## config.mk

```make
export PLATFORM = sky130hd
export DESIGN_NAME = mul_product_accumulator_flat
export DESIGN_NICKNAME = d
export VERILOG_FILES = /design/src/rtl/mul_acc_pkg.sv /design/src/rtl/mul_product_accumulator_if.sv /design/src/rtl/product_extend.sv /design/src/rtl/mul_product_accumulator.sv /design/src/flat_wrapper.sv
export SDC_FILE = /design/constraint.sdc
export NUM_CORES = 1
export LEC_CHECK = 0
export BUFFER_PORTS_ARGS = -buffer_cell sky130_fd_sc_hd__buf_2
export CAP_MARGIN = 25
export CORE_MARGIN = 4
export CORE_UTILIZATION = 57
export CTS_BUF_LIST = sky130_fd_sc_hd__clkbuf_4 sky130_fd_sc_hd__clkbuf_8
export CTS_CLUSTER_DIAMETER = 150
export DETAILED_ROUTE_END_ITERATION = 10
export PLACE_DENSITY = 0.86
export RECOVER_POWER = 50
export SETUP_SLACK_MARGIN = 0.3
export SLEW_MARGIN = 20
export SYNTH_ARGS = -nofsm -noshare
export SYNTH_HDL_FRONTEND = slang
export SYNTH_SLANG_ARGS = --single-unit
```

## constraint.sdc

```tcl
create_clock -name clk -period 4.6 [get_ports clk]
set_clock_uncertainty 0.05 [all_clocks]
set_input_delay 0.23 -clock clk [delete_from_list [all_inputs] [get_ports clk]]
set_output_delay 0.23 -clock clk [all_outputs]
set_load 0.01 [all_outputs]
```

## src/rtl/mul_acc_pkg.sv

```systemverilog
// Shared types and helpers for the product accumulator slice.
package mul_acc_pkg;

  typedef enum logic {
    ACCUM = 1'b0,
    DONE  = 1'b1
  } state_t;

  // Working width of extend(); callers pad their product into it and slice
  // the acc_w result back out.
  localparam int unsigned MAX_W = 64;

  function automatic int unsigned acc_w_f(input int unsigned n, input int unsigned guard);
    return 2 * n + guard;
  endfunction

  // Sign- or zero-extend the low prod_w bits of prod to the full MAX_W width.
  function automatic logic [MAX_W-1:0] extend(input logic [MAX_W-1:0] prod,
                                              input int unsigned prod_w,
                                              input logic is_signed);
    logic [MAX_W-1:0] mask;
    logic [MAX_W-1:0] top_bit;
    logic             msb;
    mask    = ~({MAX_W{1'b1}} << prod_w);
    top_bit = {{(MAX_W-1){1'b0}}, 1'b1} << (prod_w - 1);
    msb     = |(prod & top_bit);
    return (is_signed && msb) ? (prod | ~mask) : (prod & mask);
  endfunction

endpackage

```

## src/rtl/mul_product_accumulator_if.sv

```systemverilog
// Product stream in, group result out, both valid/ready.
interface mul_product_accumulator_if
  import mul_acc_pkg::*;
#(
  parameter int unsigned n     = 8,
  parameter int unsigned guard = 4
);
  localparam int unsigned acc_w = acc_w_f(n, guard);

  logic             up_valid;
  logic             up_ready;
  logic [2*n-1:0]   up_prod;
  logic             up_signed;
  logic             up_last;
  logic             down_valid;
  logic             down_ready;
  logic [acc_w-1:0] down_sum;
  logic             down_signed;
  logic [guard:0]   down_count;
  logic             down_ovf;

  modport master (
    output up_valid, up_prod, up_signed, up_last, down_ready,
    input  up_ready, down_valid, down_sum, down_signed, down_count, down_ovf
  );

  modport slave (
    input  up_valid, up_prod, up_signed, up_last, down_ready,
    output up_ready, down_valid, down_sum, down_signed, down_count, down_ovf
  );

endinterface

```

## src/rtl/product_extend.sv

```systemverilog
// Combinational sign/zero extension of a 2n-bit product to the accumulator width.
module product_extend
  import mul_acc_pkg::*;
#(
  parameter int unsigned n     = 8,
  parameter int unsigned guard = 4
) (
  input  logic [2*n-1:0]                 prod,
  input  logic                           is_signed,
  output logic [acc_w_f(n, guard)-1:0]   ext
);
  localparam int unsigned acc_w = acc_w_f(n, guard);

  logic [MAX_W-1:0] full;
  logic             unused_hi;

  // Extend through the package helper at its fixed width, keep the low acc_w bits.
  always_comb begin
    full      = extend({{(MAX_W-2*n){1'b0}}, prod}, 2 * n, is_signed);
    ext       = full[acc_w-1:0];
    unused_hi = ^full[MAX_W-1:acc_w];
  end

endmodule

```

## src/rtl/mul_product_accumulator.sv

```systemverilog
// Accumulates groups of extended products and presents each group's sum.
module mul_product_accumulator
  import mul_acc_pkg::*;
#(
  parameter int unsigned n     = 8,
  parameter int unsigned guard = 4
) (
  input  logic                         clk,
  input  logic                         rst,
  mul_product_accumulator_if.slave     bus
);
  localparam int unsigned acc_w = acc_w_f(n, guard);
  localparam logic [guard:0] cnt_max   = '1;
  localparam logic [guard:0] cnt_limit = {1'b1, {guard{1'b0}}};
  localparam logic [guard:0] cnt_one   = {{guard{1'b0}}, 1'b1};

  state_t           state, state_next;
  logic [acc_w-1:0] acc, acc_next, ext;
  logic [guard:0]   cnt, cnt_next;
  logic             first, mode, ovf;
  logic             mode_next, ovf_next, beat;

  logic             down_valid_q, down_signed_q, down_ovf_q;
  logic [acc_w-1:0] down_sum_q;
  logic [guard:0]   down_count_q;

  // The first beat's mode must already steer its own extension.
  product_extend #(.n(n), .guard(guard)) u_extend (
    .prod      (bus.up_prod),
    .is_signed (mode_next),
    .ext       (ext)
  );

  // Post-update accumulator values for an accepted beat, plus FSM next state.
  always_comb begin
    beat      = bus.up_valid && (state == ACCUM);
    mode_next = first ? bus.up_signed : mode;
    if (first) begin
      acc_next = ext;
      cnt_next = cnt_one;
      ovf_next = 1'b0;
    end else begin
      acc_next = acc + ext;
      cnt_next = (cnt == cnt_max) ? cnt : cnt + cnt_one;
      ovf_next = ovf;
    end
    if (cnt_next > cnt_limit) ovf_next = 1'b1;
    state_next = state;
    case (state)
      ACCUM: if (beat && bus.up_last) state_next = DONE;
      DONE:  if (bus.down_ready)      state_next = ACCUM;
      default: state_next = ACCUM;
    endcase
  end

  // FSM, accumulator and registered result outputs.
  always_ff @(posedge clk) begin
    if (rst) begin
      state         <= ACCUM;
      acc           <= '0;
      cnt           <= '0;
      first         <= 1'b1;
      mode          <= 1'b0;
      ovf           <= 1'b0;
      down_valid_q  <= 1'b0;
      down_sum_q    <= '0;
      down_signed_q <= 1'b0;
      down_count_q  <= '0;
      down_ovf_q    <= 1'b0;
    end else begin
      state <= state_next;
      case (state)
        ACCUM: begin
          if (beat) begin
            acc   <= acc_next;
            cnt   <= cnt_next;
            first <= 1'b0;
            mode  <= mode_next;
            ovf   <= ovf_next;
            if (bus.up_last) begin
              down_valid_q  <= 1'b1;
              down_sum_q    <= acc_next;
              down_signed_q <= mode_next;
              down_count_q  <= cnt_next;
              down_ovf_q    <= ovf_next;
            end
          end
        end
        DONE: begin
          if (bus.down_ready) begin
            down_valid_q <= 1'b0;
            acc          <= '0;
            cnt          <= '0;
            first        <= 1'b1;
            mode         <= 1'b0;
            ovf          <= 1'b0;
          end
        end
        default: ;
      endcase
    end
  end

  assign bus.up_ready    = (state == ACCUM);
  assign bus.down_valid  = down_valid_q;
  assign bus.down_sum    = down_sum_q;
  assign bus.down_signed = down_signed_q;
  assign bus.down_count  = down_count_q;
  assign bus.down_ovf    = down_ovf_q;

endmodule

```

## src/flat_wrapper.sv

```systemverilog
// flat-port wrapper written by rule: the top's interface ports become plain ports
module mul_product_accumulator_flat import mul_acc_pkg::*;
#(
  parameter int unsigned n     = 8,
  parameter int unsigned guard = 4
)
  (clk, rst, bus_up_valid, bus_up_prod, bus_up_signed, bus_up_last, bus_down_ready, bus_up_ready, bus_down_valid, bus_down_sum, bus_down_signed, bus_down_count, bus_down_ovf);
  mul_product_accumulator_if #(.n(n), .guard(guard)) bus_i ();
  input  logic clk;
  input  logic rst;
  input wire logic [$bits(bus_i.up_valid)-1:0] bus_up_valid;
  input wire logic [$bits(bus_i.up_prod)-1:0] bus_up_prod;
  input wire logic [$bits(bus_i.up_signed)-1:0] bus_up_signed;
  input wire logic [$bits(bus_i.up_last)-1:0] bus_up_last;
  input wire logic [$bits(bus_i.down_ready)-1:0] bus_down_ready;
  output wire logic [$bits(bus_i.up_ready)-1:0] bus_up_ready;
  output wire logic [$bits(bus_i.down_valid)-1:0] bus_down_valid;
  output wire logic [$bits(bus_i.down_sum)-1:0] bus_down_sum;
  output wire logic [$bits(bus_i.down_signed)-1:0] bus_down_signed;
  output wire logic [$bits(bus_i.down_count)-1:0] bus_down_count;
  output wire logic [$bits(bus_i.down_ovf)-1:0] bus_down_ovf;
  assign bus_i.up_valid = bus_up_valid;
  assign bus_i.up_prod = bus_up_prod;
  assign bus_i.up_signed = bus_up_signed;
  assign bus_i.up_last = bus_up_last;
  assign bus_i.down_ready = bus_down_ready;
  assign bus_up_ready = bus_i.up_ready;
  assign bus_down_valid = bus_i.down_valid;
  assign bus_down_sum = bus_i.down_sum;
  assign bus_down_signed = bus_i.down_signed;
  assign bus_down_count = bus_i.down_count;
  assign bus_down_ovf = bus_i.down_ovf;
  mul_product_accumulator #(.n(n), .guard(guard)) u_core (.clk(clk), .rst(rst), .bus(bus_i));
endmodule
```

# ---- Word level (Yosys, flattened, before mapping)
# Index checks and enable logic that the tools add are counted.
# W data, S select, Z words.
dict set report word_totals {
  ff_bits 57
  input_bits 22
  out_inout_bits 29
  elab_cells 52
}
dict set report classes {
  addsub 2
  magnitude_cmp 1
  eq_ne 4
  mux 27
  bitwise 1
  n_reduce_logical 6
}
# cell count
set op_table {}
lappend op_table {{$mux W20} 4}
lappend op_table {{$pmux W20 S2} 1}
lappend op_table {{$add A20 B20 Y20} 1}
lappend op_table {{$mux W5} 4}
lappend op_table {{$mux W1} 12}
lappend op_table {{$pmux W1 S2} 5}
lappend op_table {{$pmux W5 S2} 1}
lappend op_table {{$reduce_and A3 Y1} 2}
lappend op_table {{$add A5 B1 Y5 const B} 1}
lappend op_table {{$eq A5 B5 Y1 const B} 1}
lappend op_table {{$gt A5 B5 Y1 const B} 1}
lappend op_table {{$ne A2 B2 Y1 const B} 2}
lappend op_table {{$logic_and A1 B1 Y1} 3}
lappend op_table {{$ne A2 B1 Y1 const B} 1}
lappend op_table {{$reduce_and A2 Y1} 1}
lappend op_table {{$not A1 Y1} 1}

# ---- Longest topological paths before layout
dict set report depth {
  ltp_word 7
  mapped_depth 12
  ltp_nobuf 11
}

# ---- By module
# A second synthesis with hierarchy kept.
dict set report unflattened {
  hier_cells 432
  area_unflattened_um2 3574.7
}
# mod n_inst cells_per_inst area_per_inst_um2
set by_module_without_submodules {}
lappend by_module_without_submodules {mul_product_accumulator 1 412 3425.8}
lappend by_module_without_submodules {product_extend 1 20 148.9}

# ---- Worst setup path before layout
# OpenSTA, ideal clock, no wires.
dict set report synth_path {
  path_type {flip-flop to flip-flop}
  startpoint {register u_core.acc[0]}
  endpoint {register u_core.acc[16]}
  setup_ns 0.117
  arrival_time_ns 2.154
  path_slack_ns 2.279
  stages_incl_launch_ff 10
  n_path_buf 0
  synth_period_minus_slack_ns 2.321
  cell_sequence {dfxtp_1 > ha_1 > fa_1 > a211oi_2 > o211ai_2 > o31ai_4 > o22ai_2 > xor2_1 > a21o_1 > a32o_1}
}
dict set report synth_via {
  elab_chain_cells 4
}
# item line_no
set synth_rtl {}
lappend synth_rtl {{from (decl)} mul_product_accumulator.sv:18} ;# logic [acc_w-1:0] acc, acc_next, ext;
lappend synth_rtl {{from (signal assigned)} mul_product_accumulator.sv:75} ;# acc <= acc_next;
lappend synth_rtl {{$add A20 B20 Y20} mul_product_accumulator.sv:43} ;# acc_next = acc + ext;
lappend synth_rtl {{$mux W20} mul_product_accumulator.sv:38} ;# if (first) begin
lappend synth_rtl {{$mux W20} mul_product_accumulator.sv:74} ;# if (beat) begin
lappend synth_rtl {{$pmux W20 S2} mul_product_accumulator.sv:72} ;# case (state)
# Every way passes these cells. The select of a mux whose other input is x is not followed.
# A chain may end at the register's enable or synchronous reset.

# ---- Final worst setup path
dict set report layout_path {
  startpoint {register u_core.first}
  endpoint {register u_core.acc[19]}
}
dict set report layout_via {
  elab_chain_cells 7
}
# item line_no
set layout_rtl {}
lappend layout_rtl {{from (decl)} mul_product_accumulator.sv:20} ;# logic first, mode, ovf;
lappend layout_rtl {{from (signal assigned)} mul_product_accumulator.sv:62} ;# first <= 1'b1;
lappend layout_rtl {{from (signal assigned)} mul_product_accumulator.sv:77} ;# first <= 1'b0;
lappend layout_rtl {{from (signal assigned)} mul_product_accumulator.sv:94} ;# first <= 1'b1;
lappend layout_rtl {{$mux W1} mul_product_accumulator.sv:37} ;# mode_next = first ? bus.up_signed : mode;
lappend layout_rtl {{$logic_and A1 B1 Y1} mul_acc_pkg.sv:27} ;# return (is_signed && msb) ? (prod | ~mask) : (prod & mask);
lappend layout_rtl {{$mux W20} mul_acc_pkg.sv:27}
lappend layout_rtl {{$add A20 B20 Y20} mul_product_accumulator.sv:43}
lappend layout_rtl {{$mux W20 (*)} mul_product_accumulator.sv:38}
lappend layout_rtl {{$mux W20 (*)} mul_product_accumulator.sv:74}
lappend layout_rtl {{$pmux W20 S2 (*)} mul_product_accumulator.sv:72}
# Every way passes the cells marked *; elsewhere a longest branch is shown, timed or not. The select of a mux whose other input is x is not followed.

==> impl_metrics.env <==
export IMPL_synthesis_area_um2=3562
export IMPL_cp_arrival_ns=3.00
export IMPL_critPathMaxFanout=45
export IMPL_pre_cts_slack_ns=1.766
export IMPL_grt_pass1_vias=3500
export IMPL_htreeDepth=3
export IMPL_yosysTopAreaCell="dfxtp_1"
export IMPL_clkSinkCount=57
export IMPL_drv_slew=46
export IMPL_reg2regPathDepth=11
export IMPL_finalWorstSetupSlack_ns=1.691
export IMPL_leakage_nw=1.599
export IMPL_period_minus_slack_ns=2.909
export IMPL_fin_setup_tns_ns=0
export IMPL_grt_use_total_pct=25.59
export IMPL_cts_hold_fix_buffers=0
export IMPL_synth_fp_nets=487
export IMPL_die_area_um2=7579
export IMPL_cts_tree="done"
export IMPL_tightest_slew_ns=2.092
export IMPL_period_share_pct=63.24
export IMPL_fin_nets=524
export IMPL_area_growth_pct=9.976
export IMPL_synth_edff_count=0
export IMPL_hold_violations=0
export IMPL_cp_slowest_cell="ha_1"
export IMPL_max_stage_delay_ns=0.41
export IMPL_vias=3490
export IMPL_setup_viol=0
export IMPL_n_antenna_cell=0
export IMPL_cp_start_kind="register"
export IMPL_cp_required_ns=4.69
export IMPL_hold_depth=3
export IMPL_clk_path_buf_depth=2
export IMPL_synth_cell_types=61
export IMPL_start_util_pct=59.46
export IMPL_worstSetupEndpointType="register"
export IMPL_grt_first_pass_wirelength_um=15460
export IMPL_hold_path_class="in2reg"
export IMPL_wl_um=9445
export IMPL_port_buffers=50
export IMPL_die_w_um=87.06
export IMPL_insertion_delay_ns=0.34
export IMPL_cts_root_buf="clkbuf_8"
export IMPL_peakVddDrop_v=0.0002620
export IMPL_routabilityCongestion=0.9274
export IMPL_synthCells=444
export IMPL_synth_top_area_share_pct=32.03
export IMPL_max_freq_mhz=343.7
export IMPL_cts_setup_buffers=0
export IMPL_drc=0
export IMPL_p_per_area_nw_per_um2=333.9
export IMPL_numCtsBuffers=9
export IMPL_postSynthAreaPerCell_um2=8.023
export IMPL_min_from="bus_up_signed"
export IMPL_slew_headroom_pct=-39.47
export IMPL_io_pins=51
export IMPL_rsz0062_at_grt="false"
export IMPL_hold_ws_ns=0.1384
export IMPL_reg2reg_slack_ns=1.69
export IMPL_ys_seq_area_share_pct=32.03
export IMPL_grt_antenna_before_repair=0
export IMPL_antenna_left=0
export IMPL_min_to="u_core.mode"
export IMPL_rows=28
export IMPL_grt_ovfl_total=0
export IMPL_wl_per_cell_um=16.84
export IMPL_path_cells="buf_4, mux2i_1, nand2b_1, inv_1, ha_1, a21oi_1, o21ai_0, nor3b_1, o21a_1, a211oi_1, o22ai_1"
export IMPL_core_um2=5991
export IMPL_yosys_most_used_dff="dfxtp_1"
export IMPL_clkTransAtPathRegs_ns=0.06
export IMPL_drive_gt1_share_pct=13.17
export IMPL_synthTopCellsByCount="nand2_1 (59), dfxtp_1 (57), a21oi_1 (56)"
export IMPL_synth_area_leaders="dfxtp_1 (32%), a21oi_1 (7.9%), ha_1 (7.0%)"
export IMPL_drt_iter0_markers=244
export IMPL_status="complete, but fails checks"
export IMPL_async_reset_ff_share_pct=0
export IMPL_grt_max_degree=46
export IMPL_ys_warn_count=0
export IMPL_yosysMostFrequentCell="nand2_1"
export IMPL_yosys_register_bits=57
export IMPL_post_cts_resize_count=0
export IMPL_regToRegStartpoint="u_core.first"
export IMPL_viasPerCell=6.221
export IMPL_violations="capacitance limit, slew limit"
export IMPL_die_y_um=87.06
export IMPL_rr_endpoint="u_core.acc[19]"
export IMPL_dr_pass1_iters=5
export IMPL_crit_type="reg2reg"
export IMPL_maxCapViolations=1
export IMPL_hpwlAfterDp_um=6608
-- worst max path at each step --
stage / start / endpoint / cells past startpoint
2_1_floorplan: u_core.acc[0] / u_core.acc[16] / 9
3_3_place_gp: u_core.first / u_core.acc[19] / 11
3_5_place_dp: u_core.first / u_core.acc[19] / 11
4_1_cts: u_core.first / u_core.acc[19] / 11
5_1_grt: u_core.first / u_core.acc[19] / 11
6_report: u_core.first / u_core.acc[19] / 11
-- registers in the layout (all words and copies together) (netlist names), 5 cells and up --
signal / flops
u_core.acc: 20
u_core.bus.down_sum: 20
u_core.bus.down_count: 5
u_core.cnt: 5
-- cell type report --
class,instances,area (um2)
inverter,8,30.03
fill,538,2073
clock buffer,11,151.4
clock inverter,5,30.03
tap,75,93.84
timing repair buffer,54,250.2
multi-input combinational,351,2221
sequential,57,1141
-- layer usage --
layer / vias to the layer above / routed length [um] / global-route usage, %
met4: 0 / 208 / 9.490
met3: 29 / 673 / 6.812
met2: 156 / 4613 / 44.44
met5: - / 0 / 0
li1: 1676 / - / -
met1: 1629 / 3949 / 30.01
-- critical path, delay by kind of cell, from the launching register on --
family	cells	cell delay [ns]
adder cells (fa/ha/maj)	1	0.41
flip-flops	1	0.31
multiplexers	1	0.28
AO/OA/AOI/OAI	5	0.91
AND/OR/NAND/NOR	2	0.26
buffers and inverters	2	0.49
-- where the power goes --
part,leakage (nW),internal [W],switching [W],total (W)
Combinational,1.04,0.000127,0.000210,0.000337
Sequential,0.467,0.000524,0.0000203,0.000545
Clock,0.0911,0.000221,0.000205,0.000427
-- stage by stage --
stage | instance area [um2] | util, % | power [W] | cells
after global routing | 3918 | 65.39 | 0.001365 | 561
after floorplan | 3562 | - | 0.0008097 | 444
after global placement | 3759 | 62.74 | 0.0008743 | 544
after detailed placement | 3759 | 62.74 | 0.0008858 | 544
final | 3918 | 65.39 | 0.001308 | 561
after CTS | 3940 | 65.77 | 0.001306 | 560
-- kinds of logic after synthesis --
kind of cell	Yosys count	share of synthesized area, %
muxes	8	2.459
xor gates and xnor gates	14	3.442
and+or+nand+nor	148	18.58
buffers and inverters	36	5.690
adders and majority gates	21	7.587
DFF	57	32.03
AOI/OAI and AO/OA	160	30.21
-- cell usage in the layout (no fill, tap or decap), types with 3 or more instances in the layout --
master	n
nand2_1	59
dfxtp_1	57
a21oi_1	56
nor2_1	45
o21ai_0	32
clkbuf_1	30
ha_1	20
buf_2	20
a22oi_1	13
clkbuf_8	11
nor3_1	10
nand3_1	9
inv_1	8
xor2_1	7
a21o_1	7
xnor2_1	7
nand2b_1	6
a31oi_1	6
mux2i_1	5
nand4_1	5
o211ai_1	5
o21a_1	5
a211oi_1	4
a21oi_2	3
a32oi_1	3
clkinv_2	3
buf_4	3
Power figures use the tool's default switching activity.
